[config.mk]
export PLATFORM = sky130hd
export DESIGN_NAME = serial_word_receiver
export DESIGN_NICKNAME = d
export VERILOG_FILES = /design/src/rtl/serial_word_receiver.sv
export SDC_FILE = /design/constraint.sdc
export NUM_CORES = 1
export LEC_CHECK = 0
export BUFFER_PORTS_ARGS = -buffer_cell sky130_fd_sc_hd__buf_4
export CORE_UTILIZATION = 40
export CTS_CLUSTER_SIZE = 12
export DETAILED_ROUTE_END_ITERATION = 16
export PLACE_DENSITY_LB_ADDON = 0.08
export SLEW_MARGIN = 30
export SYNTH_ARGS = -nofsm -noshare
export SYNTH_HDL_FRONTEND = slang
export SYNTH_SLANG_ARGS = --single-unit
[constraint.sdc]
create_clock -name clk -period 3.94 [get_ports clk]
set_input_delay 0 -clock clk [delete_from_list [all_inputs] [get_ports clk]]
set_output_delay 0 -clock clk [all_outputs]
set_load 0.05 [all_outputs]
[src/rtl/serial_word_receiver.sv]
// serial_word_receiver
//   Serial-in, parallel-out receiver for an LSB-first bit stream. A start-of-frame
//   marker (i_sof) aligns the word boundary. Each completed N-bit word is presented
//   on a valid/ready port. Dropped words raise a sticky overrun flag, and a sof
//   arriving mid-word raises a sticky frame error flag.
// Ports:
//   clk, rst          clock (rising edge) and asynchronous active-high reset
//   i_en              bit strobe; i_sof / i_si are sampled only when high
//   i_sof             marks the current i_si as bit 0 of a new word
//   i_si              serial data, LSB first
//   i_out_ready       downstream accepts o_out_data while o_out_valid=1
//   i_clr_err         synchronous clear of o_overrun / o_frame_err
//   o_out_data[N-1:0] last completed word (held while o_out_valid=1)
//   o_out_valid       o_out_data holds an unconsumed word
//   o_busy            a word is partially received
//   o_overrun         sticky: a completed word was dropped
//   o_frame_err       sticky: sof arrived mid-word
module serial_word_receiver #(
  parameter int N = 4
) (
  input  logic         clk,
  input  logic         rst,
  input  logic         i_en,
  input  logic         i_sof,
  input  logic         i_si,
  input  logic         i_out_ready,
  input  logic         i_clr_err,
  output logic [N-1:0] o_out_data,
  output logic         o_out_valid,
  output logic         o_busy,
  output logic         o_overrun,
  output logic         o_frame_err
);

  localparam int CW = (N > 2) ? $clog2(N) : 1;

  typedef enum logic {S_IDLE, S_RECV} state_t;

  state_t        r_state, w_state_nxt;
  logic [N-1:0]  r_sr;
  logic [CW-1:0] r_cnt, w_cnt_nxt;
  logic          w_accept, w_done, w_abort;
  logic [N-1:0]  w_word;
  logic          w_drop;

  // Word as it stands after shifting in the current bit.
  assign w_word = {i_si, r_sr[N-1:1]};

  // A completed word is dropped only if the holding register stays occupied.
  assign w_drop = w_done & o_out_valid & ~i_out_ready;

  always_ff @(posedge clk or posedge rst) begin
    if (rst) begin
      r_state <= S_IDLE;
      r_cnt   <= '0;
      r_sr    <= '0;
    end else begin
      r_state <= w_state_nxt;
      r_cnt   <= w_cnt_nxt;
      if (w_accept) r_sr <= w_word;
    end
  end

  always_comb begin
    w_state_nxt = r_state;
    w_cnt_nxt   = r_cnt;
    w_accept    = 1'b0;
    w_done      = 1'b0;
    w_abort     = 1'b0;
    case (r_state)
      S_IDLE: begin
        // Bits outside a frame are ignored until a sof shows up.
        if (i_en && i_sof) begin
          w_accept    = 1'b1;
          w_cnt_nxt   = CW'(1);
          w_state_nxt = S_RECV;
        end
      end
      S_RECV: begin
        if (i_en) begin
          w_accept = 1'b1;
          if (i_sof) begin
            // Restart: the partial word is abandoned, this bit is bit 0.
            w_abort   = 1'b1;
            w_cnt_nxt = CW'(1);
          end else if (r_cnt == CW'(N - 1)) begin
            w_done      = 1'b1;
            w_cnt_nxt   = '0;
            w_state_nxt = S_IDLE;
          end else begin
            w_cnt_nxt = r_cnt + CW'(1);
          end
        end
      end
      default: w_state_nxt = S_IDLE;
    endcase
  end

  always_ff @(posedge clk or posedge rst) begin
    if (rst) begin
      o_out_data  <= '0;
      o_out_valid <= 1'b0;
      o_overrun   <= 1'b0;
      o_frame_err <= 1'b0;
    end else begin
      if (w_done && !w_drop) begin
        o_out_data  <= w_word;
        o_out_valid <= 1'b1;
      end else if (o_out_valid && i_out_ready) begin
        o_out_valid <= 1'b0;
      end
      // Error events take priority over a same-cycle clear.
      if (w_drop)         o_overrun <= 1'b1;
      else if (i_clr_err) o_overrun <= 1'b0;
      if (w_abort)        o_frame_err <= 1'b1;
      else if (i_clr_err) o_frame_err <= 1'b0;
    end
  end

  assign o_busy = (r_state == S_RECV);

endmodule

== Word level (Yosys, flattened, before mapping) ==
Index checks and enable logic that the tools add are counted.
Storage, ports and cells
  flip-flop bits (word level): 14
  bits in latches: 0
  RAM bits: 0
  bits in read-only memories: 0
  bits of input ports: 7
  memories kept: 0
Cells by class
  add/sub/neg operators: 1
  multiply operators: 0
  divide/modulo/power cells: 0
  magnitude comparators: 0
  equal/unequal tests: 3
  shift operators: 0
  multiplexer cells: 24
  bitwise operators: 4
  reduce and logical (&&, ||, !) cells: 8
Operators with widths (count)
  $mux W1: 17
  $mux W2: 4
  $reduce_bool A2 Y1: 3
  $ne A2 B2 Y1 const B: 2
  $pmux W1 S2: 2
  $pmux W2 S2: 1
  $logic_and A1 B1 Y1: 3
  $add A2 B1 Y2 const B: 1
  $and A1 B1 Y1: 2
  $eq A2 B2 Y1 const B: 1
  $not A1 Y1: 2
  $reduce_and A2 Y1: 1
  $logic_not A1 Y1: 1

== Longest topological paths before layout ==
Gate-level depths: netlist of run 1.
  depth after elaboration: 10
  depth in mapped cells: 4
  gate-level depth less buffers: 4

== Worst setup path before layout of run 1 ==
Ideal clock, no wire load.
  path type: reg2reg
  start point: register r_state (netlist: o_busy)
  end point: register o_out_data[3]
  data arrival time: 1453 ps
  required time: 3815 ps
  slack: 2362 ps
  stages on the path, launching flop included: 4
  clock period less this slack: 1578 ps
  cells stage by stage: dfrtp_1 -> nand4b_2 -> nor2b_4 -> mux2_2
On the way
  cells in the longest elaborated chain, start to end: 5
Ends and longest elaborated chain
  from (decl): RTL line 39  | state_t r_state, w_state_nxt;
  from (signal assigned): RTL line 58  | r_state <= w_state_nxt;
  $mux W1 (*): RTL line 70  | case (r_state)
  $and A1 B1 Y1 (2 in series): RTL line 50  | assign w_drop = w_done & o_out_valid & ~i_out_ready;
  $logic_not A1 Y1: RTL line 106  | if (w_done && !w_drop) begin
  $logic_and A1 B1 Y1 (*): RTL line 106
  to (signal assigned): RTL line 107  | o_out_data <= w_word;
  to (decl): RTL line 28  | output logic [N-1:0] o_out_data,
Mark *: on every way between the ends. The rest lies on a longest branch, timed or not.
A chain may end at the register's enable or synchronous reset.

== Worst setup path after layout of run 1 ==
  start point: register r_cnt[0]
  end point: register o_out_data[3]
On the way
  cells in the longest elaborated chain, start to end: 9
Ends and longest elaborated chain
  from (decl): RTL line 41  | logic [CW-1:0] r_cnt, w_cnt_nxt;
  from (signal assigned): RTL line 59  | r_cnt <= w_cnt_nxt;
  $eq A2 B2 Y1 (*): RTL line 86  | end else if (r_cnt == CW'(N - 1)) begin
  $mux W1 (*): RTL line 86
  $mux W1 (*): RTL line 82  | if (i_sof) begin
  $mux W1 (*): RTL line 80  | if (i_en) begin
  $mux W1 (*): RTL line 70
  $and A1 B1 Y1 (2 in series): RTL line 50
  $logic_not A1 Y1: RTL line 106
  $logic_and A1 B1 Y1 (*): RTL line 106
Marked as above.

==> results.md, run 1 <==
- The run finished with clean final reports.
- The delay of the slowest cell on the worst path is 0.39 ns.
- The clock net in this run drives a total of 13 sinks.
- The synthesized area divided by synthesized cell count is 13.09 µm².
- The overall die area is 1492 µm².
- The detailed-route wire length is 968 µm.
- STA classifies the critical path startpoint as a flip-flop.
- The fraction of final layout cells with drive strength greater than 1 is 41.94%.
- The number of DRC violations after detailed-routing iteration 0 is 4.
- The post-layout net count is 71.
- In the final layout, the multi-input gates occupy 200.2 µm².
- The share of the Yosys chip area taken by registers is ~61%.
- The number of DRC violations after detailed routing is 0.
- TritonCTS built the clock tree.
- For the final routed database, the setup TNS stands at 0 ns.
- The later pin in the worst-skew pair is clocked with a latency of 0.27 ns.
- The final route contains ~380 vias.
- Grouping stages by cell kind, the critical path spends the most delay in flip-flops.
- After detailed routing, the average wire length per cell comes to 12.74 µm.
- Buffers added to address setup during post-CTS repair amount to 0.
- The path class of the tightest hold or removal check is primary input to flip-flop.
- Summed over all layers, the global routing overflow is 0.
- The number of slew-limit violations in the final report is 0.
- The clock-pin slew on the worst setup and hold paths is 0.07 ns.
- In this run the number of H-tree levels came out at 1.
- The number of clock buffers added by TritonCTS is 3.
- CTS placed an instance of sky130_fd_sc_hd__clkbuf_4 at the clock tree root.
- The count of pins on the block boundary is 15.
- Data on the critical path is required at its endpoint by 4.10 ns.
- The total area inside the core boundary comes to around 1200 µm².
- Entering global routing, the biggest net connects 14 pins.
- Synthesis produced 41 cells.
- The largest fanout on the critical path is 4.
- Gates resized during post-CTS repair numbered 0.
- The count of endpoints failing setup in the final report is 0.
- For this run, the top clock speed supported by timing is 686.9 MHz.
- Across the whole layout, storage elements account for 325.3 µm².
- Data arrives at the worst endpoint at 1.62 ns.
- Counting along the longest clock path gives a buffer depth of 2.
- The overall routing resource usage is 15.70%.
- 0 antenna diodes ended up in the layout.
- The slew of the pin with the lowest slew margin is 0.4725 ns.
- Power spread over the standard cell area amounts to 717.8 nW/µm².
- The initial antenna violation count is 0.
- The slowest cell on the critical path is sky130_fd_sc_hd__dfrtp_1.
- The normalized max-slew margin is 68.46%.
- The number of hold-slack violations in the final timing report is 0.
- From synthesis to final layout, the design area changed by 33.33%.
- The number of search-and-repair iterations in the first detailed-routing pass is 4.
- Clock skew on the completed layout was measured at 0.002439 ns.
- The portion of the clock cycle consumed by the worst path in the final layout is a little under two fifths.
- The height of the chip is 38.63 µm.
- The minimum setup slack in the final design is approximately 2.5 ns.
- The wire length of the first global-routing pass is roughly 1500 µm.
- The tool flagged a number of max-cap violations equal to 0.
- The worst setup path is captured at a flip-flop.
- In this run the tool buffered the top-level ports with 14 buffer cells.
- The count of synthesis-stage warnings from yosys is 0.
- The category of the critical setup timing path is flip-flop to flip-flop.
- The die is 38.63 µm wide.
- The synthesized netlist contains 15 unique library cells.
- The estimated wirelength of the detail-placed design is 707.1 µm.
- The pre-CTS worst setup slack is 2.517 ns.
- The final weighted congestion in routability-driven placement is 0.7110.
- The number of core rows is 12.
- The hold buffer count at CTS is 3.
- The synthesized design contains 13 register bits.
- The detailed-route vias per instance is 5.013.
- The count of buffering cells on the critical path with inverters included is 0.
- The synthesized cell area is 536.8 µm².
- VDD sags by at most between 0.3 and 0.4 mV.
- Setup repair after global routing left no endpoint under its margin.
- The critical path goes through ha_1 -> nand4b_2 -> nor2b_4 -> mux2_2.
- The count of nets left with antenna violations once routing finished came out at 0.
- The via count of the first global-routing pass is around 370.
- The post-synth net total is 49.
- The number of fillers in the final layout is 101.
- Summed over all cells, the static leakage comes to 0.0003640 µW.
- Once the floorplan was initialized, standard cells occupied 45.83% of the core.
- After layout, the minimum clock period comes to 1.456 ns.
[path summary, 6_finish.rpt]
kind / cells past startpoint / end / start / slack, ns
max reg2reg: 4 / o_out_data[3] / r_cnt[0] / 2.48
min: 2 / o_busy / i_sof / 0.01
min in group asynchronous: 3 / r_cnt[1] / rst / 0.30
min reg2reg: 1 / o_out_data[2] / o_out_data[2] / 0.52
max in group asynchronous: 3 / r_sr[1] / rst / 3.32
max: 4 / o_out_data[3] / r_cnt[0] / 2.48
[registers in the layout, summed over array words and instances, names as in the netlist]
name / cells
o_frame_err: 1
o_out_data: 4
o_overrun: 1
r_sr: 3
o_out_valid: 1
o_busy: 1
r_cnt: 2
[layer usage]
layer | share of wire (%) | wire (µm) | vias to the layer above | track usage, %
met5 | 0 | 0 | - | 0
met4 | 2.2 | 21 | 0 | 12.93
met3 | 5.0 | 48 | 2 | 3.468
met2 | 46 | 444 | 13 | 22.50
met1 | 47 | 453 | 181 | 20.00
li1 | - | - | 185 | -
[area by class of cell]
class,instances,area share (%)
sequential,13,45.45
tap,14,2.448
inverter,3,1.573
multi-input combinational,25,27.97
timing repair buffer,17,18.88
clock buffer,4,3.671
[cell usage after synthesis]
master	n	area share [%]
sky130_fd_sc_hd__dfrtp_1	13	61
sky130_fd_sc_hd__mux2_2	7	15
sky130_fd_sc_hd__nand2_1	5	3.5
sky130_fd_sc_hd__inv_1	3	2.1
sky130_fd_sc_hd__a22o_1	2	3.3
sky130_fd_sc_hd__o21ai_0	2	1.9
sky130_fd_sc_hd__ha_1	1	2.3
sky130_fd_sc_hd__nand2b_1	1	1.2
sky130_fd_sc_hd__nand3_1	1	0.93
sky130_fd_sc_hd__nand4b_2	1	2.8
sky130_fd_sc_hd__nor2_1	1	0.70
sky130_fd_sc_hd__nor2b_4	1	2.6
sky130_fd_sc_hd__nor3b_1	1	1.4
sky130_fd_sc_hd__o21ai_1	1	0.93
sky130_fd_sc_hd__o22ai_1	1	1.2
[through the flow]
step | cell area [µm²] | hold WS [ns] | util (%) | power (µW) | instances
floorplan | 536.8 | -0.1230 | - | 364.2 | 41
global placement | 659.4 | 0.03082 | 56.30 | 425.4 | 69
detailed placement | 659.4 | 0.03899 | 56.30 | 433.8 | 69
CTS | 715.7 | 0.007169 | 61.11 | 516.5 | 76
global route | 715.7 | 0.0009839 | 61.11 | 541.9 | 76
finish | 715.7 | 0.01184 | 61.11 | 513.7 | 76
[power breakdown]
part	internal (µW)	leakage (µW)	switching [µW]	total, µW
Clock	39.3	0.0000150	40.7	80.0
Combinational	83.6	0.000190	140	223
Sequential	178	0.000159	32.2	211
[cell families (layout without fill, tap and decap cells)]
group | after synthesis | in the layout | synth area share [%]
DFF | 13 | 13 | 60.61
and+or+nand+nor | 11 | 11 | 13.05
muxes | 7 | 7 | 14.69
AOI/OAI and AO/OA | 6 | 6 | 7.227
buffers and inverters | 3 | 24 | 2.098
adders and majority gates | 1 | 1 | 2.331
[layout by cell type, fill, tap and decap left out, drive strengths merged]
master / n
inv: 3
ha: 1
dlygate4sd3: 3
nor2: 1
clkbuf: 4
nand3: 1
a22o: 2
buf: 14
nand2b: 1
o21ai: 3
nand4b: 1
nor3b: 1
nand2: 5
dfrtp: 13
o22ai: 1
nor2b: 1
mux2: 7
[worst register-to-register path: stages, from the launching register on]
cell                       delay (ns)
sky130_fd_sc_hd__dfrtp_1         0.39
sky130_fd_sc_hd__ha_1            0.24
sky130_fd_sc_hd__nand4b_2        0.17
sky130_fd_sc_hd__nor2b_4         0.20
sky130_fd_sc_hd__mux2_2          0.35
No activity file was read; power rests on OpenSTA's default activity.
==> run 2: changes to the inputs <==
==> constraint.sdc (replaced) <==
create_clock -name clk -period 1.3 [get_ports clk]
set_input_delay 0 -clock clk [delete_from_list [all_inputs] [get_ports clk]]
set_output_delay 0 -clock clk [all_outputs]
set_load 0.05 [all_outputs]
==> run 2 against run 1 <==
The run now ends with setup timing left; maximum frequency rose by 9.3%; routed wire length rose by 20%; via count rose by 9.2%; sequential power rose to 3.2 times the previous value; clock power rose to 3.1 times the previous value; critical path type unchanged; largest power group unchanged.
==> results.md, run 2 (synthesized netlist as in run 1, its figures left out) <==
- The power per cell area is 2143 nW/µm² (+200%).
- The required time of the critical path is 1.46 ns (-2.64 ns).
- The largest fanout on the critical path is 4 (unchanged).
- The number of instances on the worst hold path is 3 (+1).
- The clock tree skew after final layout is 0.007137 ns (+0.004698 ns).
- The height of the chip was 38.63 µm (unchanged).
- The count of pins on the block boundary is 15 (unchanged).
- The pre-CTS worst setup slack is -0.03247 ns (-2.550 ns).
- The normalized max-slew margin is 67.27% (-1.2 points).
- The number of search-and-repair iterations in the first detailed-routing pass is 4 (unchanged).
- The total via count in the routed design is 416 (+9.2%).
- The initial antenna violation count is 0 (unchanged).
- The number of levels in the clock H-tree is 1 (unchanged).
- The routed length per placed instance is 14.37 µm (+13%).
- The post-layout net count is 76 (+7.0%).
- Ranked by flip-flop count, first place goes to o_out_data.
- The worst register-to-register path begins at r_cnt[1].
- The delay of the slowest cell on the worst path is 0.41 ns (+0.02 ns).
- The clock-pin slew on the worst setup and hold paths is 0.08 ns (about the same).
- The flow ran to the end, but the final reports show violations.
- The number of DRC violations after detailed-routing iteration 0 is 5 (+1).
- The number of core rows came to 12 (unchanged).
- In this run the worst setup path begins at r_cnt[1].
- Traced cell by cell, the critical path runs through ha_4 -> nand4b_4 -> nor2b_4 -> mux2_4.
- In the layout the commonest cells are sky130_fd_sc_hd__buf_4 (18), sky130_fd_sc_hd__dfrtp_1 (11), sky130_fd_sc_hd__nand2_1 (5).
- The final period demand of the worst path is 1.332 ns (-0.1236 ns).
- The minimum setup slack in the final design is -0.03219 ns (-2.516 ns).
- The area growth from synthesis to layout is 48.02%.
- The final reports fail on setup timing.
- The detailed-route wire length was 1164 µm (+20%).
- The number of DRC violations after detailed routing is 0 (unchanged).
- The largest registers in the layout are o_out_data: 4 flops, r_sr: 3 flops, r_cnt: 2 flops.
- The TritonCTS clock tree is yes.
- The maximum number of buffers from clock root to sink is 2 (unchanged).
- On the critical path, the stage with the largest delay is an instance of sky130_fd_sc_hd__dfrtp_1.
- The number of stages on the worst setup path was 4 (unchanged).
- The overall routing resource usage is 18.30% (+2.6 points).
- The area of placed instances is 693.2 µm² (+5.1%).
- The worst hold path begins at i_out_ready.
- The total non-filler cell area in the finished layout is 794.5 µm² (+11%).
- The maximum frequency from static timing analysis is 750.6 MHz (+9.3%).
- The worst setup path is captured at a flip-flop.
- The estimated wirelength of the detail-placed design is 795 µm (+12%).
- The critical path in this run is classified as flip-flop to flip-flop.
- The overall die area is 1492 µm² (unchanged).
- The remaining number of nets flagged by the antenna check after routing is 0 (unchanged).
- The portion of the clock cycle consumed by the worst path in the final layout is 102.5% (+66 points).
- The wire length of the first global-routing pass was 1683 µm (+12%).
- The commonest non-fill, non-tap cell in the layout is sky130_fd_sc_hd__buf_4.
- The cell type group with the largest total delay on the critical path is flip-flops.
- The via count of the first global-routing pass is 400 (+9.3%).
- The slew of the pin with the lowest slew margin is 0.4904 ns (+0.01790 ns).
- The count of buffering cells on the critical path with inverters included came to 0 (unchanged).
- The pin count of the biggest net entering global routing is 14 (unchanged).
- The number of buffers inserted during clock tree synthesis is 3 (unchanged).
- The final weighted congestion in routability-driven placement is 0.7174 (+0.90%).
- The count of clock tree sinks is 13 (unchanged).
- The worst hold-check path type is primary input to flip-flop.
- The remaining global-route overflow was 0 (unchanged).
- The hold slack came to 0.01674 ns (+0.004900 ns).
- The number of cells on the worst reg-to-reg path is 4 (unchanged).
- The number of hold-slack violations in the final timing report is 0 (unchanged).
- The width of the die was 38.63 µm (unchanged).
- STA classifies the critical path startpoint as a flip-flop.
- The arrival time of the worst setup path is 1.49 ns (-0.13 ns).
- The antenna diode count is 0 (unchanged).
- The fraction of final layout cells with drive strength greater than 1 is 49.25% (+7.3 points).
- The post-placement cell count is 72 (+4.3%).
- The flip-flop count of the largest register, all copies and words added was 4 (unchanged).
- The worst vdd rail ir drop is 0.9937 mV (+170%).
- The clock latency reported for the late side of the worst-skew pair is 0.28 ns (about the same).
- Setup repair after global routing could not meet its margin everywhere.
- The count of endpoints failing setup in the final report is 4 (+4).
- The core box area is 1171 µm² (unchanged).
- The detailed-route vias per instance was 5.136 (+2.4%).
- Clock tree synthesis selected as its root buffer the cell sky130_fd_sc_hd__clkbuf_4.
- The number of slew-limit violations in the final report is 0 (unchanged).
- The non-filler instance count after layout was 81 (+6.6%).
- The initial core utilization is 45.83% (unchanged).
- The leakage power of the design was 0.0003907 µW (+7.4%).
- The final setup TNS is -0.1081 ns (-0.1081 ns).
- The number of port buffers is 14 (unchanged).
- The number of max-capacitance violations reported is 0 (unchanged).
## run 2: cell types whose count changed in the layout (fill, tap and decap cells not counted), sizes merged
cell	before	now
dlygate4sd3	3	4
buf	14	18
## run 2: routing by layer
metal  global-route usage, %  wire length (µm)  part of all wire (%)  up-vias
met1                   21.89               493                    42      204
met5                       0                 0                     0        -
met3                   3.468                49                   4.2        4
li1                        -                 -                     -      194
met2                   27.92               589                    51       14
met4                   15.52                31                   2.7        0
## run 2: tightest hold or removal path: stages
cell and delay (ns):
sky130_fd_sc_hd__buf_4 0.07, sky130_fd_sc_hd__nand2b_1 0.13, sky130_fd_sc_hd__nand2_1 0.06
## run 2: power by group
part | leakage (µW) | switching (µW) | internal, µW
clock network | 0.0000150 | 129 | 119
logic | 0.000219 | 450 | 340
registers | 0.000157 | 121 | 544
total | 0.000391 | 699 | 1000
## run 2: worst paths after layout
path | endpoint | slack [ns]
setup / recovery | o_out_data[2] | -0.03
hold / removal | o_out_valid | 0.02
setup reg to reg | o_out_data[2] | -0.03
hold reg to reg | o_out_data[1] | 0.52
max in group asynchronous | o_busy | 0.65
min in group asynchronous | o_overrun | 0.29
## run 2: repair_timing
item,CTS,global route
setup buffers,0,1
pin swaps,0,2
gates resized for setup,2,4
setup endpoints to repair,4,7
hold endpoints to repair,18,0
hold buffers,4,0
## run 2: final cells by class
cell class	count	area (µm²)
repair buffers	22	175.2
flip-flops and latches	13	327.8
clock buffers	4	26.28
inverters	3	11.26
fillers	88	376.6
well taps	14	17.52
multi-input cells	25	236.5
## run 2: through the flow
| step | power (µW) | util (%) |
|---|---|---|
| after floorplan | 1118 | - |
| after global placement | 1335 | 59.19 |
| after detailed placement | 1367 | 59.19 |
| after CTS | 1660 | 65.92 |
| after global routing | 1771 | 67.84 |
| final | 1703 | 67.84 |
